`src/rtl/multiplexed_segment_scanner_pkg.sv`:
```
// Shared constants for the multiplexed 7-segment scanner: mode codes, segment
// bit positions, the hex glyph table and the commit state encoding.
package seg_scan_pkg;

  localparam logic [1:0] MODE_HEX   = 2'b00;
  localparam logic [1:0] MODE_RAW   = 2'b01;
  localparam logic [1:0] MODE_LZS   = 2'b10;
  localparam logic [1:0] MODE_BLANK = 2'b11;

  localparam int SEG_A  = 0;
  localparam int SEG_B  = 1;
  localparam int SEG_C  = 2;
  localparam int SEG_D  = 3;
  localparam int SEG_E  = 4;
  localparam int SEG_F  = 5;
  localparam int SEG_G  = 6;
  localparam int SEG_DP = 7;

  // {g,f,e,d,c,b,a} per nibble, entry 15 first; 6 and 9 carry tails, 7 does not.
  localparam logic [15:0][6:0] HEX_GLYPH = {
    7'h71, 7'h79, 7'h5E, 7'h39, 7'h7C, 7'h77, 7'h6F, 7'h7F,
    7'h07, 7'h7D, 7'h6D, 7'h66, 7'h4F, 7'h5B, 7'h06, 7'h3F
  };

  typedef enum logic {
    ST_IDLE    = 1'b0,
    ST_PENDING = 1'b1
  } commit_state_e;

endpackage

```
`src/rtl/multiplexed_segment_scanner_if.sv`:
```
// Host write/commit bus of the segment scanner: the host fills the shadow
// buffer and requests a commit; the scanner reports whether one is pending.
interface multiplexed_segment_scanner_if #(
  parameter int DIGITS = 4
);
  localparam int WA = $clog2(DIGITS);

  logic          wr_en;
  logic [WA-1:0] wr_digit;
  logic [7:0]    wr_data;
  logic          commit;
  logic          pending;

  modport master (output wr_en, wr_digit, wr_data, commit, input pending);
  modport slave  (input wr_en, wr_digit, wr_data, commit, output pending);
endinterface

```
`src/rtl/multiplexed_segment_scanner_hex_seg_lut.sv`:
```
// Combinational hex nibble to 7-segment {g..a} lookup.
module hex_seg_lut
  import seg_scan_pkg::*;
(
  input  logic [3:0] nibble,
  output logic [6:0] segs
);
  always_comb segs = HEX_GLYPH[nibble];
endmodule

```
`src/rtl/multiplexed_segment_scanner.sv`:
```
// Time-multiplexed 7-segment driver: shadow/active buffers with frame-aligned
// commit, hex/raw decode, leading-zero suppression and PWM dimming.
module multiplexed_segment_scanner
  import seg_scan_pkg::*;
#(
  parameter int DIGITS        = 4,
  parameter int PRESCALE_LOG2 = 10
) (
  input  logic                      clk,
  input  logic                      rst_n,
  input  logic                      ena,
  input  logic [1:0]                mode,
  input  logic                      lamp_test,
  input  logic                      active_low,
  input  logic [3:0]                brightness,
  multiplexed_segment_scanner_if.slave host,
  output logic                      frame_start,
  output logic [7:0]                seg_out,
  output logic [DIGITS-1:0]         dig_out
);
  localparam int WA = $clog2(DIGITS);
  localparam int P  = PRESCALE_LOG2;
  localparam logic [DIGITS-1:0] ALL_ONES = '1;

  logic [P-1:0]      presc_q, presc_d;
  logic [WA-1:0]     digit_q, digit_d;
  logic [7:0]        shadow_q [DIGITS];
  logic [7:0]        shadow_d [DIGITS];
  logic [7:0]        active_q [DIGITS];
  logic [7:0]        active_d [DIGITS];
  commit_state_e     state_q, state_d;
  logic              frame_start_q, frame_start_d;
  logic [7:0]        seg_q, seg_d;
  logic [DIGITS-1:0] dig_q, dig_d;

  logic              tc, wrap;
  logic [7:0]        cur;
  logic [6:0]        hex_segs;
  logic [DIGITS-1:0] nib_zero;
  logic              lzs_blank;
  logic [7:0]        glyph;
  logic              slot_lit;

  assign tc   = ena && (presc_q == '1);
  assign wrap = tc && (digit_q == WA'(DIGITS - 1));
  assign cur  = active_q[digit_q];

  hex_seg_lut u_lut (
    .nibble (cur[3:0]),
    .segs   (hex_segs)
  );

  // A digit above 0 goes dark when it and every more significant digit hold nibble 0.
  always_comb begin
    nib_zero = '0;
    for (int j = 0; j < DIGITS; j++) nib_zero[j] = (active_q[j][3:0] == 4'h0);
    lzs_blank = (digit_q != '0) && (&(nib_zero | ~(ALL_ONES << digit_q)));
  end

  always_comb begin
    // NOTE: every combinational output gets a default first so no path can infer a latch.
    glyph = 8'h00;
    case (mode)
      MODE_HEX: glyph = {cur[SEG_DP], hex_segs};
      MODE_RAW: glyph = cur;
      MODE_LZS: glyph = lzs_blank ? 8'h00 : {cur[SEG_DP], hex_segs};
      default:  glyph = 8'h00;
    endcase
    if (lamp_test) glyph = 8'hFF;
  end

  // Slot count 0 is a dark gap so the previous digit's segments never ghost.
  assign slot_lit = (presc_q != '0) && (presc_q[P-1 -: 4] <= brightness);

  always_comb begin
    presc_d  = presc_q;
    digit_d  = digit_q;
    shadow_d = shadow_q;
    active_d = active_q;
    state_d  = state_q;

    if (ena) presc_d = presc_q + 1'b1;
    if (tc)  digit_d = wrap ? '0 : digit_q + 1'b1;

    case (state_q)
      ST_IDLE:    if (host.commit) state_d = ST_PENDING;
      ST_PENDING: if (wrap) begin
        active_d = shadow_q;
        state_d  = host.commit ? ST_PENDING : ST_IDLE;
      end
      default:    state_d = ST_IDLE;
    endcase

    // Applied after the copy so a same-cycle write only reaches the shadow.
    if (host.wr_en && (32'(host.wr_digit) < DIGITS)) shadow_d[host.wr_digit] = host.wr_data;

    frame_start_d = wrap;
    seg_d         = ena ? glyph : 8'h00;
    dig_d         = (ena && slot_lit) ? (DIGITS'(1) << digit_q) : '0;
  end

  // NOTE: the display buffers are tiny register arrays, so they are reset like any other state.
  always_ff @(posedge clk or negedge rst_n) begin
    if (!rst_n) begin
      presc_q       <= '0;
      digit_q       <= '0;
      state_q       <= ST_IDLE;
      frame_start_q <= 1'b0;
      seg_q         <= 8'h00;
      dig_q         <= '0;
      for (int i = 0; i < DIGITS; i++) begin
        shadow_q[i] <= 8'h00;
        active_q[i] <= 8'h00;
      end
    end else begin
      presc_q       <= presc_d;
      digit_q       <= digit_d;
      state_q       <= state_d;
      frame_start_q <= frame_start_d;
      seg_q         <= seg_d;
      dig_q         <= dig_d;
      shadow_q      <= shadow_d;
      active_q      <= active_d;
    end
  end

  assign host.pending = (state_q == ST_PENDING);
  assign frame_start  = frame_start_q;
  assign seg_out      = seg_q ^ {8{active_low}};
  assign dig_out      = dig_q ^ {DIGITS{active_low}};
endmodule

```
`src/flat_wrapper.sv`:
```
// flat-port wrapper written by rule: the top's interface ports become plain ports
module multiplexed_segment_scanner_flat import seg_scan_pkg::*;
#(
  parameter int DIGITS        = 4,
  parameter int PRESCALE_LOG2 = 10
)
  (clk, rst_n, ena, mode, lamp_test, active_low, brightness, frame_start, seg_out, dig_out, host_wr_en, host_wr_digit, host_wr_data, host_commit, host_pending);
  multiplexed_segment_scanner_if #(.DIGITS(DIGITS)) host_i ();
  input  logic clk;
  input  logic rst_n;
  input  logic ena;
  input  logic [1:0] mode;
  input  logic lamp_test;
  input  logic active_low;
  input  logic [3:0] brightness;
  output logic frame_start;
  output logic [7:0] seg_out;
  output logic [DIGITS-1:0] dig_out;
  input wire logic [$bits(host_i.wr_en)-1:0] host_wr_en;
  input wire logic [$bits(host_i.wr_digit)-1:0] host_wr_digit;
  input wire logic [$bits(host_i.wr_data)-1:0] host_wr_data;
  input wire logic [$bits(host_i.commit)-1:0] host_commit;
  output wire logic [$bits(host_i.pending)-1:0] host_pending;
  assign host_i.wr_en = host_wr_en;
  assign host_i.wr_digit = host_wr_digit;
  assign host_i.wr_data = host_wr_data;
  assign host_i.commit = host_commit;
  assign host_pending = host_i.pending;
  multiplexed_segment_scanner #(.DIGITS(DIGITS), .PRESCALE_LOG2(PRESCALE_LOG2)) u_core (.clk(clk), .rst_n(rst_n), .ena(ena), .mode(mode), .lamp_test(lamp_test), .active_low(active_low), .brightness(brightness), .host(host_i), .frame_start(frame_start), .seg_out(seg_out), .dig_out(dig_out));
endmodule
```
`config.mk`:
```
export PLATFORM = sky130hd
export DESIGN_NAME = multiplexed_segment_scanner_flat
export DESIGN_NICKNAME = d
export VERILOG_FILES = /design/src/rtl/multiplexed_segment_scanner_pkg.sv /design/src/rtl/multiplexed_segment_scanner_if.sv /design/src/rtl/multiplexed_segment_scanner_hex_seg_lut.sv /design/src/rtl/multiplexed_segment_scanner.sv /design/src/flat_wrapper.sv
export SDC_FILE = /design/constraint.sdc
export NUM_CORES = 1
export LEC_CHECK = 0
export CORE_MARGIN = 10
export CORE_UTILIZATION = 50
export DETAILED_ROUTE_END_ITERATION = 10
export GPL_ROUTABILITY_DRIVEN = 0
export PLACE_DENSITY_LB_ADDON = 0.3
export SYNTH_ARGS = -nofsm -noshare
export SYNTH_HDL_FRONTEND = slang
export SYNTH_SLANG_ARGS = --single-unit
```
`constraint.sdc`:
```
create_clock -name clk -period 2.55 [get_ports clk]
set_clock_uncertainty 0.1 [all_clocks]
set_input_delay 0.51 -clock clk [delete_from_list [all_inputs] [get_ports clk]]
set_output_delay 0.51 -clock clk [all_outputs]
set_load 0.01 [all_outputs]
```
## Yosys cells after proc, flatten, opt, wreduce, memory -nomap -nowiden

Memories as Yosys holds them, arrays and structs flattened.
Index checks and enable logic that the tools add are counted.

| storage, ports and cells | value |
|---|---|
| register bits after elaboration | 90 |
| memory bits (read-only) | 112 |
| bits of input ports | 23 |
| logic and storage cells | 66 |
| memories kept | 1 |

Memory list:

| memory | words | bits a word | rd ports | clocked after memory_dff | write ports | RTL line | RTL |
|---|---|---|---|---|---|---|---|
| (name not given) | 16 | 7 | 1 | 0 | 0 | multiplexed_segment_scanner_hex_seg_lut.sv:8 | `always_comb segs = HEX_GLYPH[nibble];` |

| cells by class | value |
|---|---|
| add/subtract/negate cells | 2 |
| magnitude comparators | 5 |
| equality and inequality tests | 4 |
| shift-type cells | 2 |
| mux-type cells | 16 |
| bitwise gates (word level) | 7 |
| reduce and logical (&&, ||, !) cells | 15 |

Operator list:

| kind | count |
|---|---|
| 2-to-1 mux 8 bit | 6 |
| bitwise mux 32 bit | 1 |
| one-hot mux 8 bit (3 select lines) | 1 |
| binary-select mux 8 bit (select 2 bit) | 1 |
| demux 8 bit (select 2 bit) | 1 |
| logical NOT 4 bit | 4 |
| adder 10 x 1 -> 10 bit, second input constant | 1 |
| == test 10 bit, second input constant | 1 |
| nonzero test 10 bit | 1 |
| XOR 8 bit | 1 |
| 2-to-1 mux 7 bit | 1 |
| >= comparator 3 bit, second input constant | 2 |
| logical AND 1 bit | 6 |
| NOT 2 -> 3 bit | 2 |
| less-than comparator 4 x 5 -> 1 bit, second input constant | 1 |
| == test 2 bit, second input constant | 2 |
| <= comparator 4 bit | 1 |
| 2-to-1 mux 4 bit | 1 |
| NOT 4 bit | 1 |
| OR 4 bit | 1 |
| AND reduction 4 bit | 1 |
| << shifter 1 x 2 -> 4 bit, first input constant | 1 |
| << shifter 4 x 2 -> 4 bit, first input constant | 1 |
| XOR 4 bit | 1 |
| other kinds (10) | 11 |

## Depth between registers and ports, before layout

| logic depth | value |
|---|---|
| depth in word-level cells | 10 |
| mapped depth | 12 |
| mapped depth without buffers | 10 |

## Modules after synthesis

From an unflattened synthesis, not the netlist that was laid out.

| second synthesis, totals | value |
|---|---|
| cells, all modules | 322 |
| area total of the unflattened synthesis | 4339.2 µm² |

By module, submodules not included:

| module | times used | cells an instance | area each (µm²) | seq. area each (µm²) |
|---|---|---|---|---|
| multiplexed_segment_scanner | 1 | 289 | 4045.1 | 2252.2 |
| hex_seg_lut | 1 | 33 | 294.0 | 0.0 |

## Worst setup path after synthesis

No wires, ideal clock.

| timing path | value |
|---|---|
| path type | register -> register |
| from | reg u_core.digit_q[0] |
| to | reg u_core.seg_q[4] |
| arrival time | 2231 ps |
| data required time | 2316 ps |
| path slack | 84 ps |
| cell stages (with the launch flop) | 10 |
| buffers on the path | 2 |
| clock period less this slack | 2466 ps |
| path through | dfrtp_1 buf_6 buf_12 mux2_2 o21ai_0 inv_1 ha_1 mux2_2 o211ai_1 a21oi_1 |

| between the ends | value |
|---|---|
| cells in the longest elaborated chain, start to end | 10 |
| elaborated cells between the ends (all ways) | 16 |
| those cells by class | shift: 1; mux: 8; bitwise: 3; reduce/logical: 3; memory: 1 |

Ends and longest elaborated chain:

| item | RTL line | RTL |
|---|---|---|
| start: declaration | multiplexed_segment_scanner.sv:26 | `logic [WA-1:0] digit_q, digit_d;` |
| start signal: assignment | multiplexed_segment_scanner.sv:117 | `digit_q <= digit_d;` |
| NOT 2 -> 3 bit (implied by the code) | multiplexed_segment_scanner.sv:46 | `assign cur = active_q[digit_q];` |
| binary-select mux 8 bit (select 2 bit) | multiplexed_segment_scanner.sv:46 |  |
| 2-to-1 mux 8 bit (implied by the code) (2 in series) | multiplexed_segment_scanner.sv:46 |  |
| memory (16 x 7 bit) | -- |  |
| 2-to-1 mux 7 bit (implied by the code) | multiplexed_segment_scanner_hex_seg_lut.sv:8 |  |
| 2-to-1 mux 8 bit | multiplexed_segment_scanner.sv:66 | `MODE_LZS: glyph = lzs_blank ? 8'h00 : {cur[SEG_DP], hex_segs};` |
| one-hot mux 8 bit (3 select lines) * | multiplexed_segment_scanner.sv:63 | `case (mode)` |
| 2-to-1 mux 8 bit * | multiplexed_segment_scanner.sv:69 | `if (lamp_test) glyph = 8'hFF;` |
| 2-to-1 mux 8 bit * | multiplexed_segment_scanner.sv:98 | `seg_d = ena ? glyph : 8'h00;` |
| net u_core.seg_d[4] | multiplexed_segment_scanner.sv:33 | `logic [7:0] seg_q, seg_d;` |
| end signal: assignment | multiplexed_segment_scanner.sv:120 | `seg_q <= seg_d;` |
| end: declaration | multiplexed_segment_scanner.sv:33 |  |

Mark *: on every way through the listed nets, which the timed path passes. The rest lies on a longest branch. The select of a mux whose other input is x is not followed.
A chain may end at the register's enable or synchronous reset.

## Worst setup path after layout

| timing path | value |
|---|---|
| from | in active_low |
| to | out dig_out[3] |

| between the ends | value |
|---|---|
| cells in the longest elaborated chain, start to end | 1 |

Ends and longest elaborated chain:

| item | RTL line | RTL |
|---|---|---|
| start: declaration | flat_wrapper.sv:14 | `input logic active_low;` |
| XOR 4 bit | multiplexed_segment_scanner.sv:130 | `assign dig_out = dig_q ^ {DIGITS{active_low}};` |
| end: declaration | flat_wrapper.sv:18 | `output logic [DIGITS-1:0] dig_out;` |

Every way passes these cells.

==> run metrics <==
clock buffer depth 2; post-synthesis sequential area ratio 0.508; Worst setup EP type output pin; post_cts resized 0; Hold Vio Cnt, Final 0; Cell Count, Final, Fillers Out 496; Peak supply drop ~450 µV; outcome completed; worst slew pin tran 0.690 ns; fin crit share 0.971; Synth Instances 331; diodes inserted 0; CP Class input pin to output pin; crit path launch type input pin; H-tree lvl count 3; FMAX between 400 and 500 MHz; Synth top area share 0.508; Pleak ~2.5 nW; CTS tree built; Initial Utilization 0.511; Top FF cell, synth dfrtp_1; io pins 37; HPWL Detailed approximately 6000 µm; routed length per placed instance 16.3 µm; layout cells sized above 1 0.240; NumNets Final approximately 420; Routed Wire Length between 8000 and 9000 µm; # DRC 0; Std-Cell Rows 34; Cell Pwr Density just under 600 mW/mm²; area grow syn2layout 17.1%; relative slew slack 0.534; worst-path maximum fanout 12; data required time of the critical path 1.94 ns; Placeable Area about 0.0087 mm²; syn nets between 300 and 400; Congestion Overflow GR 0; CTS hold repair buffers 0; design area between 0.005 and 0.006 mm²; Sink Count 90; DIE AREA about 0.013 mm²; R2R Setup Slk about 0.20 ns; placed cell areas 0.00499 mm²; largest net degree at the start of global routing 44; Yosys warnings 0; vias in the first global route around 2,700; total CTS buffers 9; register bit total from synthesis 90; PnR worst setup slack ~0.073 ns; first-pass GRT wire length 13,600 µm; post-synth cell types between 40 and 50; synth top area cells dfrtp_1 51%, mux2_2 14%, ha_1 5.1%; Worst-path clk slew approximately 0.090 ns; number of max-cap violations 0; die height approximately 110 µm; Routed Antenna Nets 0; GR Util All Layers 0.129; Tmin final between 2 and 2.5 ns; RSZ-0062 raised after global routing no; number of I/O port buffers 36; Initial DRC Count 99; number of setup buffers added after CTS 0; Inst Count DP 480; Setup WS pre-CTS around 0.055 ns; Slew Limit Fails 0; Post-Syn Area around 0.0044 mm²; leading area contributor after synthesis dfrtp_1; root buffer cell clkbuf_8; number of synthesized flops with an enable pin 0; HP Class input pin to async pin; first-pass detailed-route iteration total 4; clock latency on the worst-skew pair 0.35 ns; die width around 110 µm; crit path DAT ~1.9 ns; vias ~2,700; Setup TNS 0 ns; final setup violating endpoints 0; Via density 5.45; asr flop ratio synth 1.00; synthesized area per cell 13.4 µm²; initial antenna violation count 0
## cells by family (layout without fill, tap and decap cells)
kind of cell	after synthesis	count (layout)	share of synthesized area
flip-flops	90	90	0.508
multiplexers	85	85	0.239
AND/OR/NAND/NOR	52	52	0.0681
AO/OA/AOI/OAI	41	41	0.0607
buffers and inverters	24	81	0.0316
XOR/XNOR	21	21	0.0415
adder cells (fa/ha/maj)	18	18	0.0508
## area by class of cell
cell class | instances | area [µm²]
well taps | 108 | 135
flip-flops and latches | 90 | 2250
clock buffers | 10 | 128
fillers | 723 | 3490
multi-input cells | 217 | 2040
inverters | 14 | 52.6
clock inverters | 6 | 73.8
repair buffers | 51 | 510
## routing by layer
metal / vias up / routed length (µm) / global-route usage
li1: 1310 / - / -
met3: 8 / 436 / 0.0451
met5: - / 0 / 0
met2: 52 / 3830 / 0.197
met4: 0 / 92 / 0.0426
met1: 1331 / 3740 / 0.167
## worst max-delay path, cell delays in order
cell and delay [ns]:
clkdlybuf4s50_1 0.51, buf_12 0.15, xor2_1 0.14, clkdlybuf4s50_1 0.55
## cell usage after synthesis (all sizes together), types with 3 or more instances
cell type  count
dfrtp         90
o21ai          8
mux2i          9
nor2b          7
nor3b          5
xor2          14
nand4          3
nand3          9
and3           3
xnor2          7
mux2          68
a21oi         10
nor2           4
ha            18
a31oi          3
mux4           8
inv           13
o221ai         3
a211oi         3
nand2         12
o41ai          3
buf            9
nand3b         3
o21a           3
## flip-flops by register name, summed over array words and instances, names as in the netlist
name / flops
u_core.active_q: 32
u_core.frame_start: 1
u_core.host.pending: 1
u_core.digit_q: 2
u_core.seg_q: 8
u_core.shadow_q: 32
u_core.dig_q: 4
u_core.presc_q: 10
## per-stage QoR
step / utilization / hold slack (ns) / power, mW
floorplan: - / 0.114 / 1.94
global placement: 0.575 / 0.359 / 2.10
detailed placement: 0.575 / 0.367 / 2.12
CTS: 0.598 / 0.0443 / 3.09
global route: 0.598 / 0.0501 / 3.23
finish: 0.598 / 0.0400 / 3.05
## path summary, 6_finish.rpt
check | startpoint | to | cells past startpoint
max in group asynchronous | rst_n | u_core.seg_q[1] | 2
setup reg to reg | u_core.digit_q[0] | u_core.seg_q[2] | 5
min in group clk | u_core.shadow_q[23] | u_core.active_q[23] | 1
hold / removal | rst_n | u_core.presc_q[8] | 1
setup / recovery | active_low | dig_out[3] | 4
hold reg to reg | u_core.shadow_q[23] | u_core.active_q[23] | 1
## where the power goes
part	total, mW	switching (mW)	internal, mW
logic	0.390	0.164	0.226
registers	1.69	0.110	1.58
clock network	0.970	0.505	0.465
total	3.05	0.779	2.27
## placed cells by master, fill, tap and decap left out, drive strengths merged, types with 2 or more instances in the layout
cell type,n
nand2,12
and3,3
nor4,2
clkinvlp,2
nor3b,5
mux2i,9
ha,18
nand3,9
clkdlybuf4s50,34
nor3,2
a21oi,10
nand3b,3
inv,15
or3,2
o41ai,3
clkbuf,10
nor2,4
o221ai,3
o21a,3
a31oi,3
nor2b,7
a211oi,3
a21boi,2
a21o,2
clkinv,2
mux4,8
o31ai,2
buf,16
nand4,3
dfrtp,90
xor2,14
o21ai,8
xnor2,7
mux2,68
Note: power is estimated with default switching activity, not from simulation.
